<file path="src/rtl/dmem_arbiter.sv">
// Two-port data-memory arbiter: CPU and debug/loader share one single-port
// word memory. Round-robin on ties, lane steering for byte/half accesses,
// misaligned or illegal accesses complete with err and no memory effect.
module dmem_arbiter #(
  parameter int unsigned MEM_AW = 8
) (
  input  logic              clk,
  input  logic              rst,
  input  logic              c_req,
  input  logic              c_we,
  input  logic [1:0]        c_size,
  input  logic [31:0]       c_addr,
  input  logic [31:0]       c_wdata,
  output logic              c_ack,
  output logic              c_err,
  output logic [31:0]       c_rdata,
  input  logic              d_req,
  input  logic              d_we,
  input  logic [1:0]        d_size,
  input  logic [31:0]       d_addr,
  input  logic [31:0]       d_wdata,
  output logic              d_ack,
  output logic              d_err,
  output logic [31:0]       d_rdata,
  output logic              mem_en,
  output logic              mem_we,
  output logic [3:0]        mem_be,
  output logic [MEM_AW-1:0] mem_addr,
  output logic [31:0]       mem_wdata,
  input  logic [31:0]       mem_rdata
);

  typedef enum logic [1:0] {
    IDLE,
    ACCESS,
    RESP
  } state_t;

  state_t      state;
  state_t      state_nx;

  // Round-robin pointer: 1 means the debug port was granted most recently.
  logic        last_dbg;

  // Latched request of the current winner.
  logic        gnt_dbg;
  logic        q_we;
  logic [1:0]  q_size;
  logic [31:0] q_addr;
  logic [31:0] q_wdata;
  logic        q_err;

  logic        grant;
  logic        grant_dbg;
  logic        bad;
  logic [31:0] shifted;
  logic [31:0] rdata_v;

  // Upper address bits lie outside the memory window and are ignored.
  logic        unused_addr_bits;
  assign unused_addr_bits = ^q_addr[31:MEM_AW+2];

  // Misaligned half/word or the reserved size encoding.
  assign bad = (q_size == 2'b11) ||
               ((q_size == 2'b01) && q_addr[0]) ||
               ((q_size == 2'b10) && (q_addr[1:0] != 2'b00));

  // State register, round-robin pointer and request latch.
  always_ff @(posedge clk) begin
    if (rst) begin
      state    <= IDLE;
      last_dbg <= 1'b1;
      gnt_dbg  <= 1'b0;
      q_we     <= 1'b0;
      q_size   <= '0;
      q_addr   <= '0;
      q_wdata  <= '0;
      q_err    <= 1'b0;
    end else begin
      state <= state_nx;
      if (grant) begin
        gnt_dbg  <= grant_dbg;
        last_dbg <= grant_dbg;
        q_we     <= grant_dbg ? d_we    : c_we;
        q_size   <= grant_dbg ? d_size  : c_size;
        q_addr   <= grant_dbg ? d_addr  : c_addr;
        q_wdata  <= grant_dbg ? d_wdata : c_wdata;
        q_err    <= 1'b0;
      end
      if (state == ACCESS) begin
        q_err <= bad;
      end
    end
  end

  // Next state and grant decision. In RESP only the other requester is
  // considered, so the one being acked cannot be regranted back-to-back.
  always_comb begin
    state_nx  = state;
    grant     = 1'b0;
    grant_dbg = 1'b0;
    case (state)
      IDLE: begin
        if (c_req && d_req) begin
          grant     = 1'b1;
          grant_dbg = ~last_dbg;
        end else if (c_req) begin
          grant     = 1'b1;
          grant_dbg = 1'b0;
        end else if (d_req) begin
          grant     = 1'b1;
          grant_dbg = 1'b1;
        end
        if (grant) begin
          state_nx = ACCESS;
        end
      end
      ACCESS: begin
        state_nx = RESP;
      end
      RESP: begin
        if (gnt_dbg ? c_req : d_req) begin
          grant     = 1'b1;
          grant_dbg = ~gnt_dbg;
          state_nx  = ACCESS;
        end else begin
          state_nx = IDLE;
        end
      end
      default: begin
        state_nx = IDLE;
      end
    endcase
  end

  // Load data alignment: shift the addressed lane down and mask to size.
  always_comb begin
    shifted = mem_rdata >> {q_addr[1:0], 3'b000};
    case (q_size)
      2'b00:   rdata_v = {24'h0, shifted[7:0]};
      2'b01:   rdata_v = {16'h0, shifted[15:0]};
      default: rdata_v = shifted;
    endcase
  end

  // Memory-side and requester-side outputs, all zero outside ACCESS/RESP.
  always_comb begin
    mem_en    = 1'b0;
    mem_we    = 1'b0;
    mem_be    = '0;
    mem_addr  = '0;
    mem_wdata = '0;
    c_ack     = 1'b0;
    c_err     = 1'b0;
    c_rdata   = '0;
    d_ack     = 1'b0;
    d_err     = 1'b0;
    d_rdata   = '0;
    if ((state == ACCESS) && !bad) begin
      mem_en   = 1'b1;
      mem_we   = q_we;
      mem_addr = q_addr[MEM_AW+1:2];
      case (q_size)
        2'b00: begin
          mem_be    = 4'b0001 << q_addr[1:0];
          mem_wdata = {4{q_wdata[7:0]}};
        end
        2'b01: begin
          mem_be    = 4'b0011 << q_addr[1:0];
          mem_wdata = {2{q_wdata[15:0]}};
        end
        default: begin
          mem_be    = 4'b1111;
          mem_wdata = q_wdata;
        end
      endcase
    end
    if (state == RESP) begin
      if (gnt_dbg) begin
        d_ack = 1'b1;
        d_err = q_err;
        if (!q_we && !q_err) begin
          d_rdata = rdata_v;
        end
      end else begin
        c_ack = 1'b1;
        c_err = q_err;
        if (!q_we && !q_err) begin
          c_rdata = rdata_v;
        end
      end
    end
  end

endmodule

</file>
<file path="config.mk">
export PLATFORM = sky130hd
export DESIGN_NAME = dmem_arbiter
export DESIGN_NICKNAME = d
export VERILOG_FILES = /design/src/rtl/dmem_arbiter.sv
export SDC_FILE = /design/constraint.sdc
export NUM_CORES = 1
export LEC_CHECK = 0
export ABC_AREA = 1
export CORE_MARGIN = 2
export CORE_UTILIZATION = 39
export CTS_CLUSTER_DIAMETER = 80
export DETAILED_ROUTE_END_ITERATION = 8
export PLACE_DENSITY = 0.95
export SLEW_MARGIN = 10
export SYNTH_ARGS = -nofsm -noshare
export SYNTH_HDL_FRONTEND = slang
export SYNTH_SLANG_ARGS = --single-unit
</file>
<file path="constraint.sdc">
create_clock -name clk -period 1.6 [get_ports clk]
set_clock_uncertainty 0.05 [all_clocks]
set_input_delay 0.32 -clock clk [delete_from_list [all_inputs] [get_ports clk]]
set_output_delay 0.32 -clock clk [all_outputs]
set_load 0.005 [all_outputs]
</file>
==> flow_summary_export.csv, run 1 <==
group,metric,value,unit
sta,rsz0062_at_grt,"true",
floorplan,initial_core_util,0.396,
power_and_ir_drop,switchingPower,2.89,mW
global_route,overflow,0,
cts,cts.sinks,50,
floorplan,die_h,114,µm
synth,yosysWarnings,0,
route,wl,25.9,mm
power_and_ir_drop,internal_power,4.08,mW
sta,hold_slack,0.446,ns
floorplan,core,11900,µm²
setup_path,endpoint_kind,"output port",
power_and_ir_drop,irDropWorstVdd,0.647,mV
power_and_ir_drop,seqPwrFrac,0.223,
global_route,antenna_found_initial,2,
synth,ys_seq_area_frac,0.212,
setup_path,crit_path_start_kind,"flop",
place,gp_congestion,1.00,
synth,synth_cell_types,24,
route,firstDrtPassIters,9,
route,first_iter_violations,1184,
synth,syn_avg_cell_area,5.54,µm²
route,ant_nets,0,
cts,clk_pin_slew_worst_paths,0.06,ns
cells_and_area,drive_gt1_frac,0.405,
status,status,"complete, but fails checks",
route,routedWlPerCell,19.5,µm
sta,fin_ws,-0.498,ns
synth,syn_nets,1022,
sta,setup-tns-final,-39.66,ns
power_and_ir_drop,swShare,0.414,
route,post-route-drc-count,0,
cells_and_area,postLayoutCoreUtil,0.766,
floorplan,pin_count,284,
synth,yosysTopAreaCellShare,0.212,
cts,numCtsBuffers,5,
power_and_ir_drop,clockPowerShare,0.172,
power_and_ir_drop,p_leak,4.65,nW
status,violations,"negative setup slack",
place,place.port_buffers,239,
route,vias,7377,
sta,tightest_slew,0.348,ns
sta,hold_violations,0,
synth,yosysTopAreaCell,"dfxtp_1",
global_route,grt_use_total,0.335,
synth,synthCells,852,
cts,cts.path.max_buffers,2,
worst_hold_path,hp-class,"reg -> reg",
power_and_ir_drop,p_comb_frac,0.605,
cells_and_area,area_delta_synth_final,93.3,%
floorplan,die_area,13000,µm²
place,dp_hpwl,14.3,mm
setup_path,cp.arrival,1.73,ns
cts,htreeDepth,2,
sta,max_slew_margin,0.766,
sta,fmax,0.477,GHz
sta,maxSlewViolCount,0,
synth,synth-seq-cells,50,
cts,cts_tree,"done",
route,via_per_inst,5.56,
cts,clk_latency,0.29,ns
synth,synthTopCellsByArea,"dfxtp_1 (21%), nand2_1 (16%), nand3_1 (13%)",
setup_path,critical_path.max_fanout,5,
global_route,grt_pass1_wl,34.2,mm
cells_and_area,fin_nets,1347,
sta,setup_violations,113,
global_route,grt_max_degree,38,
cts,cts_hold_buffers,0,
global_route,first_global_vias,6601,
run,maxCapViolations,0,
sta,post-route-period-util,1.31,
synth,syn_area,4720,µm²
setup_path,crit_required,1.23,ns
floorplan,std_cell_rows,40,
power_and_ir_drop,pwr_density_cell,764,nW/µm²
cts,cts-root-buf,"clkbuf_16",
setup_path,critPathKind,"reg -> out",
floorplan,die_x,114,µm
sta,min_period,2.10,ns
-- synth_stat cells --
master    count
a21oi_1      36
a21oi_2      30
buf_2        23
buf_4         5
buf_6        18
clkbuf_1     12
dfxtp_1      50
inv_1       157
inv_2         7
nand2_1     205
nand2_2       2
nand2_4       1
nand2_8       1
nand3_1     124
nand3_4       1
nand4_1       1
nor2_1      127
nor2_2        4
nor2_4        3
nor3_4        1
o211ai_1      2
o21a_1        8
o21ai_0      33
o21ai_2       1
-- sequential cells by signal, indices dropped and copies added, names as in the netlist --
| signal | flops |
|---|---|
| q_wdata | 32 |
| q_addr | 10 |
| q_size | 2 |
| state | 2 |
| gnt_dbg | 1 |
| last_dbg | 1 |
| q_err | 1 |
| q_we | 1 |
-- final cells by class --
type                       instances  area [µm²]
multi-input combinational        580        3600
timing repair buffer             374        3480
fill                             782        2790
sequential                        50        1010
inverter                         164         654
tap                              147         184
clock buffer                       7         133
clock inverter                     1        30.0
timing repair inverter             2        17.5
antenna                            2        5.00
-- power by group through the flow --
stage	clock network [mW]	logic, mW	registers (mW)
3_3_place_gp	0	2.69	1.53
5_1_grt	1.24	4.43	1.56
2_1_floorplan	0	1.53	1.51
4_1_cts	1.19	3.41	1.53
3_5_place_dp	0	2.74	1.54
6_report	1.20	4.21	1.55
-- critical path, cell delays in order, from the launching register on --
cell	delay [ns]
dfxtp_4	0.39
buf_12	0.16
buf_16	0.14
o21a_1	0.20
nand2_1	0.09
nand3_2	0.16
nor2_1	0.15
buf_2	0.14
-- layout by cell type, fill, tap and decap left out, drive strengths merged --
cell type and n:
clkbuf 10, dfxtp 50, clkdlybuf4s50 122, o211ai 2
dlymetal6s2s 3, buf 242, nand3 125, clkdlybuf4s15 4
o21a 8, nand2 209, nor3 1, diode 2
nor2 134, clkinv 1, a21oi 66, o21ai 34
nand4 1, inv 165, bufinv 1
-- timing repair --
item / in CTS / in global routing
cloned: 11 / 2
setup endpoints to repair: 114 / 122
gates resized for setup: 621 / 208
buffers inserted: 35 / 21
pin swaps: 92 / 90
-- kinds of logic (layout without fill, tap and decap cells) --
family	Yosys count	after routing	share of synthesized area
DFF	50	50	0.212
buffers and inverters	222	548	0.215
and+or+nand+nor	470	470	0.426
AOI/OAI and AO/OA	110	110	0.147
other	0	2	0
-- through the flow --
step,cells,setup WS (ns),power (mW),area [µm²]
after floorplan,852,0.0847,3.04,4720
after global routing,1327,-0.547,7.23,9120
after global placement,1256,-0.711,4.22,7620
final,1327,-0.498,6.96,9120
after detailed placement,1256,-0.749,4.28,7620
after CTS,1310,-0.449,6.12,8450
-- per-layer routing --
metal | global-route usage | share of wire | up-vias
li1 | - | - | 3246
met4 | 0.151 | 0.076 | 0
met2 | 0.618 | 0.48 | 617
met1 | 0.364 | 0.33 | 3322
met3 | 0.0728 | 0.11 | 192
met5 | 0 | 0 | -
-- path summary, 6_finish.rpt --
| kind | startpoint | endpoint | slack, ns | depth (start not counted) |
|---|---|---|---|---|
| setup / recovery | q_addr[0] | d_rdata[0] | -0.50 | 7 |
| hold / removal | last_dbg | last_dbg | 0.45 | 2 |
| setup reg to reg | state[1] | q_wdata[21] | -0.03 | 9 |
| hold reg to reg | last_dbg | last_dbg | 0.45 | 2 |
No activity file was read; power rests on OpenSTA's default activity.
==> run 2: changes to the inputs <==
--- a/config.mk
+++ b/config.mk
@@ -10,6 +10,7 @@
 export CORE_UTILIZATION = 39
 export CTS_CLUSTER_DIAMETER = 80
 export DETAILED_ROUTE_END_ITERATION = 8
+export MAX_ROUTING_LAYER = met4
 export PLACE_DENSITY = 0.95
 export SLEW_MARGIN = 10
 export SYNTH_ARGS = -nofsm -noshare
==> constraint.sdc (replaced) <==
create_clock -name clk -period 1.6 [get_ports clk]
set_clock_uncertainty 0.05 [all_clocks]
set_input_delay 0.4 -clock clk [delete_from_list [all_inputs] [get_ports clk]]
set_output_delay 0.4 -clock clk [all_outputs]
set_load 0.005 [all_outputs]
==> run 2 against run 1 <==
The flow still finishes with violations (negative setup slack). Global-route usage increased by 0.30 points. Clock power about the same. Routed wire length decreased by 2.8%. Highest routed layer unchanged. Largest power group unchanged. Worst setup slack got worse by 0.14 ns. First-iteration DRC count decreased by 30%.
==> flow_summary_export.csv, run 2 (same netlist as run 1, synthesis figures left out) <==
group,metric,value,unit
cells_and_area,drive_gt1_frac,0.409,
power_and_ir_drop,p_leak,4.67,nW
setup_path,reg2reg_from,"q_addr[0]",
floorplan,std_cell_rows,40,
worst_hold_path,hold_depth,2,
global_route,overflow,0,
power_and_ir_drop,power.total,6.95,mW
power_and_ir_drop,switchingPower,2.94,mW
sta,fmax,0.447,GHz
cts,clk_latency,0.30,ns
run,maxCapViolations,0,
cells_and_area,final_common_cell,"nand2_1",
status,status,"complete, but fails checks",
floorplan,die_area,13000,µm²
place,dp.cells,1246,
floorplan,initial_core_util,0.396,
floorplan,die_h,114,µm
sta,hold_violations,0,
cells_and_area,largest_reg_flops,32,
power_and_ir_drop,swShare,0.422,
global_route,grt_use_total,0.338,
cts,cts_tree,"done",
place,place_area,7550,µm²
setup_path,cp.arrival,1.79,ns
worst_hold_path,holdPathEnd,"last_dbg",
sta,max_slew_margin,0.763,
setup_path,reg2reg_slack,-0.07,ns
power_and_ir_drop,internal_power,4.02,mW
global_route,antenna_found_initial,2,
cts,numCtsBuffers,5,
place,dp_hpwl,14.3,mm
route,post-route-drc-count,0,
cts,clk_pin_slew_worst_paths,0.08,ns
floorplan,core,11900,µm²
cts,cts.path.max_buffers,2,
route,first_iter_violations,833,
cts,cts_hold_buffers,0,
cells_and_area,fin_nets,1347,
worst_hold_path,hp-class,"reg -> reg",
cts,cts.sinks,50,
sta,tightest_slew,0.355,ns
setup_path,worstReg2RegEnd,"q_err",
route,via_per_inst,5.56,
status,violations,"negative setup slack",
place,gp_congestion,1.03,
global_route,first_global_vias,6763,
worst_hold_path,min_from,"last_dbg",
setup_path,critical_path.max_fanout,7,
sta,setup-tns-final,-54.06,ns
power_and_ir_drop,pwr_density_cell,760,nW/µm²
route,routedWlPerCell,19.0,µm
cells_and_area,fin_cells,1327,
cells_and_area,max_flop_register,"q_wdata",
route,ant_nets,0,
floorplan,die_x,114,µm
sta,fin_ws,-0.636,ns
place,place.port_buffers,239,
setup_path,crit_required,1.15,ns
sta,min_period,2.24,ns
global_route,grt_pass1_wl,33.9,mm
setup_path,endpoint_kind,"output port",
setup_path,critPathLaunch,"q_addr[0]",
sta,rsz0062_at_grt,"true",
power_and_ir_drop,p_comb_frac,0.605,
power_and_ir_drop,seqPwrFrac,0.225,
sta,setup_violations,115,
route,firstDrtPassIters,8,
cts,htreeDepth,2,
cells_and_area,design_area,9150,µm²
setup_path,crit_path_start_kind,"flop",
floorplan,pin_count,284,
cts,cts-root-buf,"clkbuf_16",
cells_and_area,final_cell_mix,"nand2_1 (172), inv_1 (146), clkdlybuf4s50_1 (106)",
cells_and_area,area_delta_synth_final,93.8,%
setup_path,critPathKind,"reg -> out",
power_and_ir_drop,clockPowerShare,0.170,
power_and_ir_drop,irDropWorstVdd,0.594,mV
cells_and_area,postLayoutCoreUtil,0.768,
global_route,grt_max_degree,47,
sta,maxSlewViolCount,0,
setup_path,reg2reg_depth,8,
sta,post-route-period-util,1.40,
cells_and_area,top_regs,"q_wdata: 32 flops, q_addr: 10 flops",
route,wl,25.2,mm
route,vias,7377,
[run 2: layer usage]
metal / vias to the layer above / global-route usage / part of all wire
li1: 3249 / - / -
met3: 165 / 0.0531 / 0.10
met4: 0 / 0.151 / 0.069
met5: - / - / 0
met1: 3374 / 0.353 / 0.33
met2: 589 / 0.623 / 0.50
[run 2: stage by stage]
stage | setup WS [ns] | hold WS (ns)
CTS | -0.543 | 0.429
finish | -0.636 | 0.453
global route | -0.711 | 0.485
floorplan | 0.00468 | 0.379
detailed placement | -0.795 | 0.412
global placement | -0.781 | 0.391
[run 2: power groups by stage]
stage | clock, mW | combinational (mW) | sequential, mW
floorplan | 0 | 1.53 | 1.51
global placement | 0 | 2.63 | 1.53
detailed placement | 0 | 2.69 | 1.54
CTS | 1.15 | 3.56 | 1.53
global route | 1.22 | 4.43 | 1.57
finish | 1.18 | 4.21 | 1.56
[run 2: repair_timing]
| item | in CTS | in global routing |
|---|---|---|
| gates cloned | 12 | 4 |
| buffers inserted | 50 | 20 |
| resized for setup | 705 | 168 |
| endpoints found under the hold margin | 0 | 0 |
| setup endpoints to repair | 156 | 153 |
| pin swaps | 70 | 78 |
[run 2: how the worst max path moves through the flow]
stage / end / slack, ns / cells past startpoint
final: mem_wdata[17] / -0.64 / 7
after global routing: d_rdata[8] / -0.71 / 8
after CTS: d_rdata[28] / -0.54 / 9
after detailed placement: d_rdata[0] / -0.79 / 7
after global placement: c_rdata[17] / -0.78 / 7
after floorplan: mem_wdata[29] / 0.005 / 8
[run 2: layout make-up]
cell class | instances | area [µm²]
clock inverter | 1 | 8.76
clock buffer | 7 | 153
fill | 800 | 2770
antenna | 2 | 5.00
sequential | 50 | 1020
inverter | 164 | 646
multi-input combinational | 580 | 3600
timing repair buffer | 373 | 3490
tap | 147 | 184
timing repair inverter | 3 | 33.8
[run 2: worst max-delay path, stage by stage, from the launching register on]
cell	delay (ns)
dfxtp_4	0.40
o21ai_1	0.22
nand4_1	0.15
buf_6	0.19
buf_8	0.15
buf_16	0.15
nor2_4	0.11
buf_6	0.11
==> run 3: changes to the inputs <==
--- a/config.mk
+++ b/config.mk
@@ -6,12 +6,12 @@
 export NUM_CORES = 1
 export LEC_CHECK = 0
 export ABC_AREA = 1
-export CORE_MARGIN = 2
-export CORE_UTILIZATION = 39
+export CORE_MARGIN = 5
+export CORE_UTILIZATION = 35
 export CTS_CLUSTER_DIAMETER = 80
 export DETAILED_ROUTE_END_ITERATION = 8
 export MAX_ROUTING_LAYER = met4
-export PLACE_DENSITY = 0.95
+export PLACE_DENSITY = 0.91
 export SLEW_MARGIN = 10
 export SYNTH_ARGS = -nofsm -noshare
 export SYNTH_HDL_FRONTEND = slang
==> constraint.sdc (replaced) <==
create_clock -name clk -period 2 [get_ports clk]
set_clock_uncertainty 0.05 [all_clocks]
set_input_delay 0.5 -clock clk [delete_from_list [all_inputs] [get_ports clk]]
set_output_delay 0.5 -clock clk [all_outputs]
set_load 0.005 [all_outputs]
==> run 3 against run 2 <==
The flow still finishes with violations (negative setup slack). Routed wire length shrank 9.4%. Critical path depth grew 2. Register-to-register slack gained 0.44 ns. Sequential power shrank 21%. Critical path type unchanged. Largest cell class is now non-clock buffers.
==> flow_summary_export.csv, run 3 (same netlist as run 1, synthesis figures left out) <==
group,metric,value,unit
status,status,"complete, but fails checks",
status,violations,"negative setup slack",
sta,post-route-period-util,1.14,
setup_path,critPathKind,"reg -> out",
power_and_ir_drop,switchingPower,2.12,mW
floorplan,std_cell_rows,42,
setup_path,crit_required,1.45,ns
route,routedWlPerCell,16.8,µm
cts,clk_pin_slew_worst_paths,0.07,ns
global_route,overflow,0,
setup_path,path_cells,"buf_12 -> buf_12 -> nand2_4 -> o21ai_2 -> o21ai_1 -> nand2_1 -> buf_4 -> nor2_1 -> buf_2",
setup_path,worst_path_dominant_cell_family,"buffers and inverters",
sta,fmax,0.439,GHz
floorplan,die_x,126,µm
global_route,antenna_found_initial,0,
route,wl,22.8,mm
worst_hold_path,hp-class,"reg -> reg",
cells_and_area,ff_latch_area,1020,µm²
place,place_area,7700,µm²
route,post-route-drc-count,0,
setup_path,cp.arrival,1.73,ns
run,maxCapViolations,0,
setup_path,endpoint_kind,"output port",
cells_and_area,final_cell_mix,"nand2_1 (173), inv_1 (140), nand3_1 (103)",
place,dp_hpwl,15.0,mm
cts,htreeDepth,2,
setup_path,critical_path.max_fanout,8,
cells_and_area,max_flop_register,"q_wdata",
floorplan,die_area,15900,µm²
sta,hold_violations,0,
cells_and_area,fillCellCount,1057,
sta,setup-tns-final,-13.47,ns
global_route,grt_use_total,0.259,
setup_path,cp.depth,9,
power_and_ir_drop,clockPowerShare,0.192,
cells_and_area,design_area,9080,µm²
floorplan,initial_core_util,0.356,
place,gp_congestion,0.971,
power_and_ir_drop,internal_power,3.23,mW
power_and_ir_drop,pwr_density_cell,589,nW/µm²
global_route,grt_max_degree,47,
sta,maxSlewViolCount,0,
cts,cts_tree,"done",
cts,cts_hold_buffers,0,
route,first_iter_violations,478,
sta,setup_violations,109,
floorplan,core,13200,µm²
power_and_ir_drop,swShare,0.397,
setup_path,cp_num_buf_inv,4,
power_and_ir_drop,seqPwrFrac,0.230,
power_and_ir_drop,irDropWorstVdd,0.399,mV
floorplan,pin_count,284,
sta,max_slew_margin,0.785,
place,place.port_buffers,239,
sta,tightest_slew,0.319,ns
global_route,first_global_vias,6441,
setup_path,crit_slowest_cell,"dfxtp_4",
route,vias,6795,
cells_and_area,n_antenna_cell,0,
cells_and_area,drive_gt1_frac,0.403,
setup_path,crit_top_cell,"buf_12",
setup_path,crit_path_start_kind,"flop",
sta,rsz0062_at_grt,"true",
global_route,grt_pass1_wl,33.0,mm
setup_path,slowest_delay,0.38,ns
power_and_ir_drop,p_comb_frac,0.578,
cells_and_area,final_common_cell,"nand2_1",
route,firstDrtPassIters,5,
route,via_per_inst,5.01,
worst_hold_path,hold_depth,2,
route,ant_nets,0,
sta,fin_ws,-0.276,ns
cts,numCtsBuffers,5,
sta,min_period,2.28,ns
setup_path,reg2reg_depth,10,
power_and_ir_drop,p_leak,4.68,nW
cells_and_area,multiInputGateArea,3500,µm²
power_and_ir_drop,power.total,5.35,mW
floorplan,die_h,126,µm
cts,cts.sinks,50,
cts,cts.path.max_buffers,2,
cells_and_area,fin_nets,1349,
cts,clk_latency,0.29,ns
cells_and_area,top_regs,"q_wdata: 32 flops, q_addr: 10 flops",
cts,cts-root-buf,"clkbuf_16",
cells_and_area,area_delta_synth_final,92.5,%
cells_and_area,largest_reg_flops,32,
==> run 3: cell count changes in the layout (fill, tap and decap cells not counted), moves of 5 or more <==
cell and delta:
o21ai_0 +5, inv_8 -5, buf_16 +5, buf_6 -13, o21ai_2 -8, inv_2 +9
dlygate4sd2_1 +6, nor2_2 +9, buf_4 +17, nor2_4 -5, inv_1 -6
==> run 3: final timing paths <==
check                              endpoint  startpoint  slack, ns
worst max-delay path             d_rdata[8]   q_addr[0]      -0.28
worst min-delay path               last_dbg    last_dbg       0.46
worst max register to register  q_wdata[15]    state[1]       0.37
worst min register to register     last_dbg    last_dbg       0.46
==> run 3: timing repair <==
action / CTS / global route
endpoints found under the hold margin: 0 / 0
cloned: 11 / 2
resized for setup: 610 / 208
setup buffers: 41 / 23
endpoints found under the setup margin: 114 / 112
pin swaps: 87 / 99
==> run 3: area by class of cell <==
class                   instances  share of cell area
well taps                     176              0.0242
inverters                     164              0.0700
repair buffers                378               0.389
flip-flops and latches         50               0.112
multi-input cells             580               0.385
clock inverters                 2             0.00427
clock buffers                   6              0.0153
==> run 3: stage by stage <==
stage	setup slack (ns)	hold slack, ns	util	instances
floorplan	0.305	0.379	-	852
global placement	-0.648	0.391	0.582	1284
detailed placement	-0.650	0.396	0.582	1284
CTS	-0.251	0.414	0.635	1341
global route	-0.321	0.489	0.686	1356
finish	-0.276	0.456	0.686	1356
==> run 3: tightest hold or removal path: cells and delay by family (launching register included) <==
kind	cells	cell delay [ns]
flip-flops	1	0.33
AND/OR/NAND/NOR	2	0.14
==> run 3: metal layers <==
layer | part of all wire | global-route usage | vias up
met1 | 0.37 | 0.281 | 3099
met3 | 0.073 | 0.0474 | 74
met5 | 0 | - | -
met4 | 0.035 | 0.0656 | 0
li1 | - | - | 3260
met2 | 0.53 | 0.484 | 362
==> run 3: power by group through the flow <==
stage               clock (mW)  sequential (mW)  combinational, mW
global route              1.07             1.24               3.33
CTS                       1.04             1.22               2.66
finish                    1.02             1.23               3.09
floorplan                    0             1.21               1.22
detailed placement           0             1.23               2.18
global placement             0             1.23               2.14
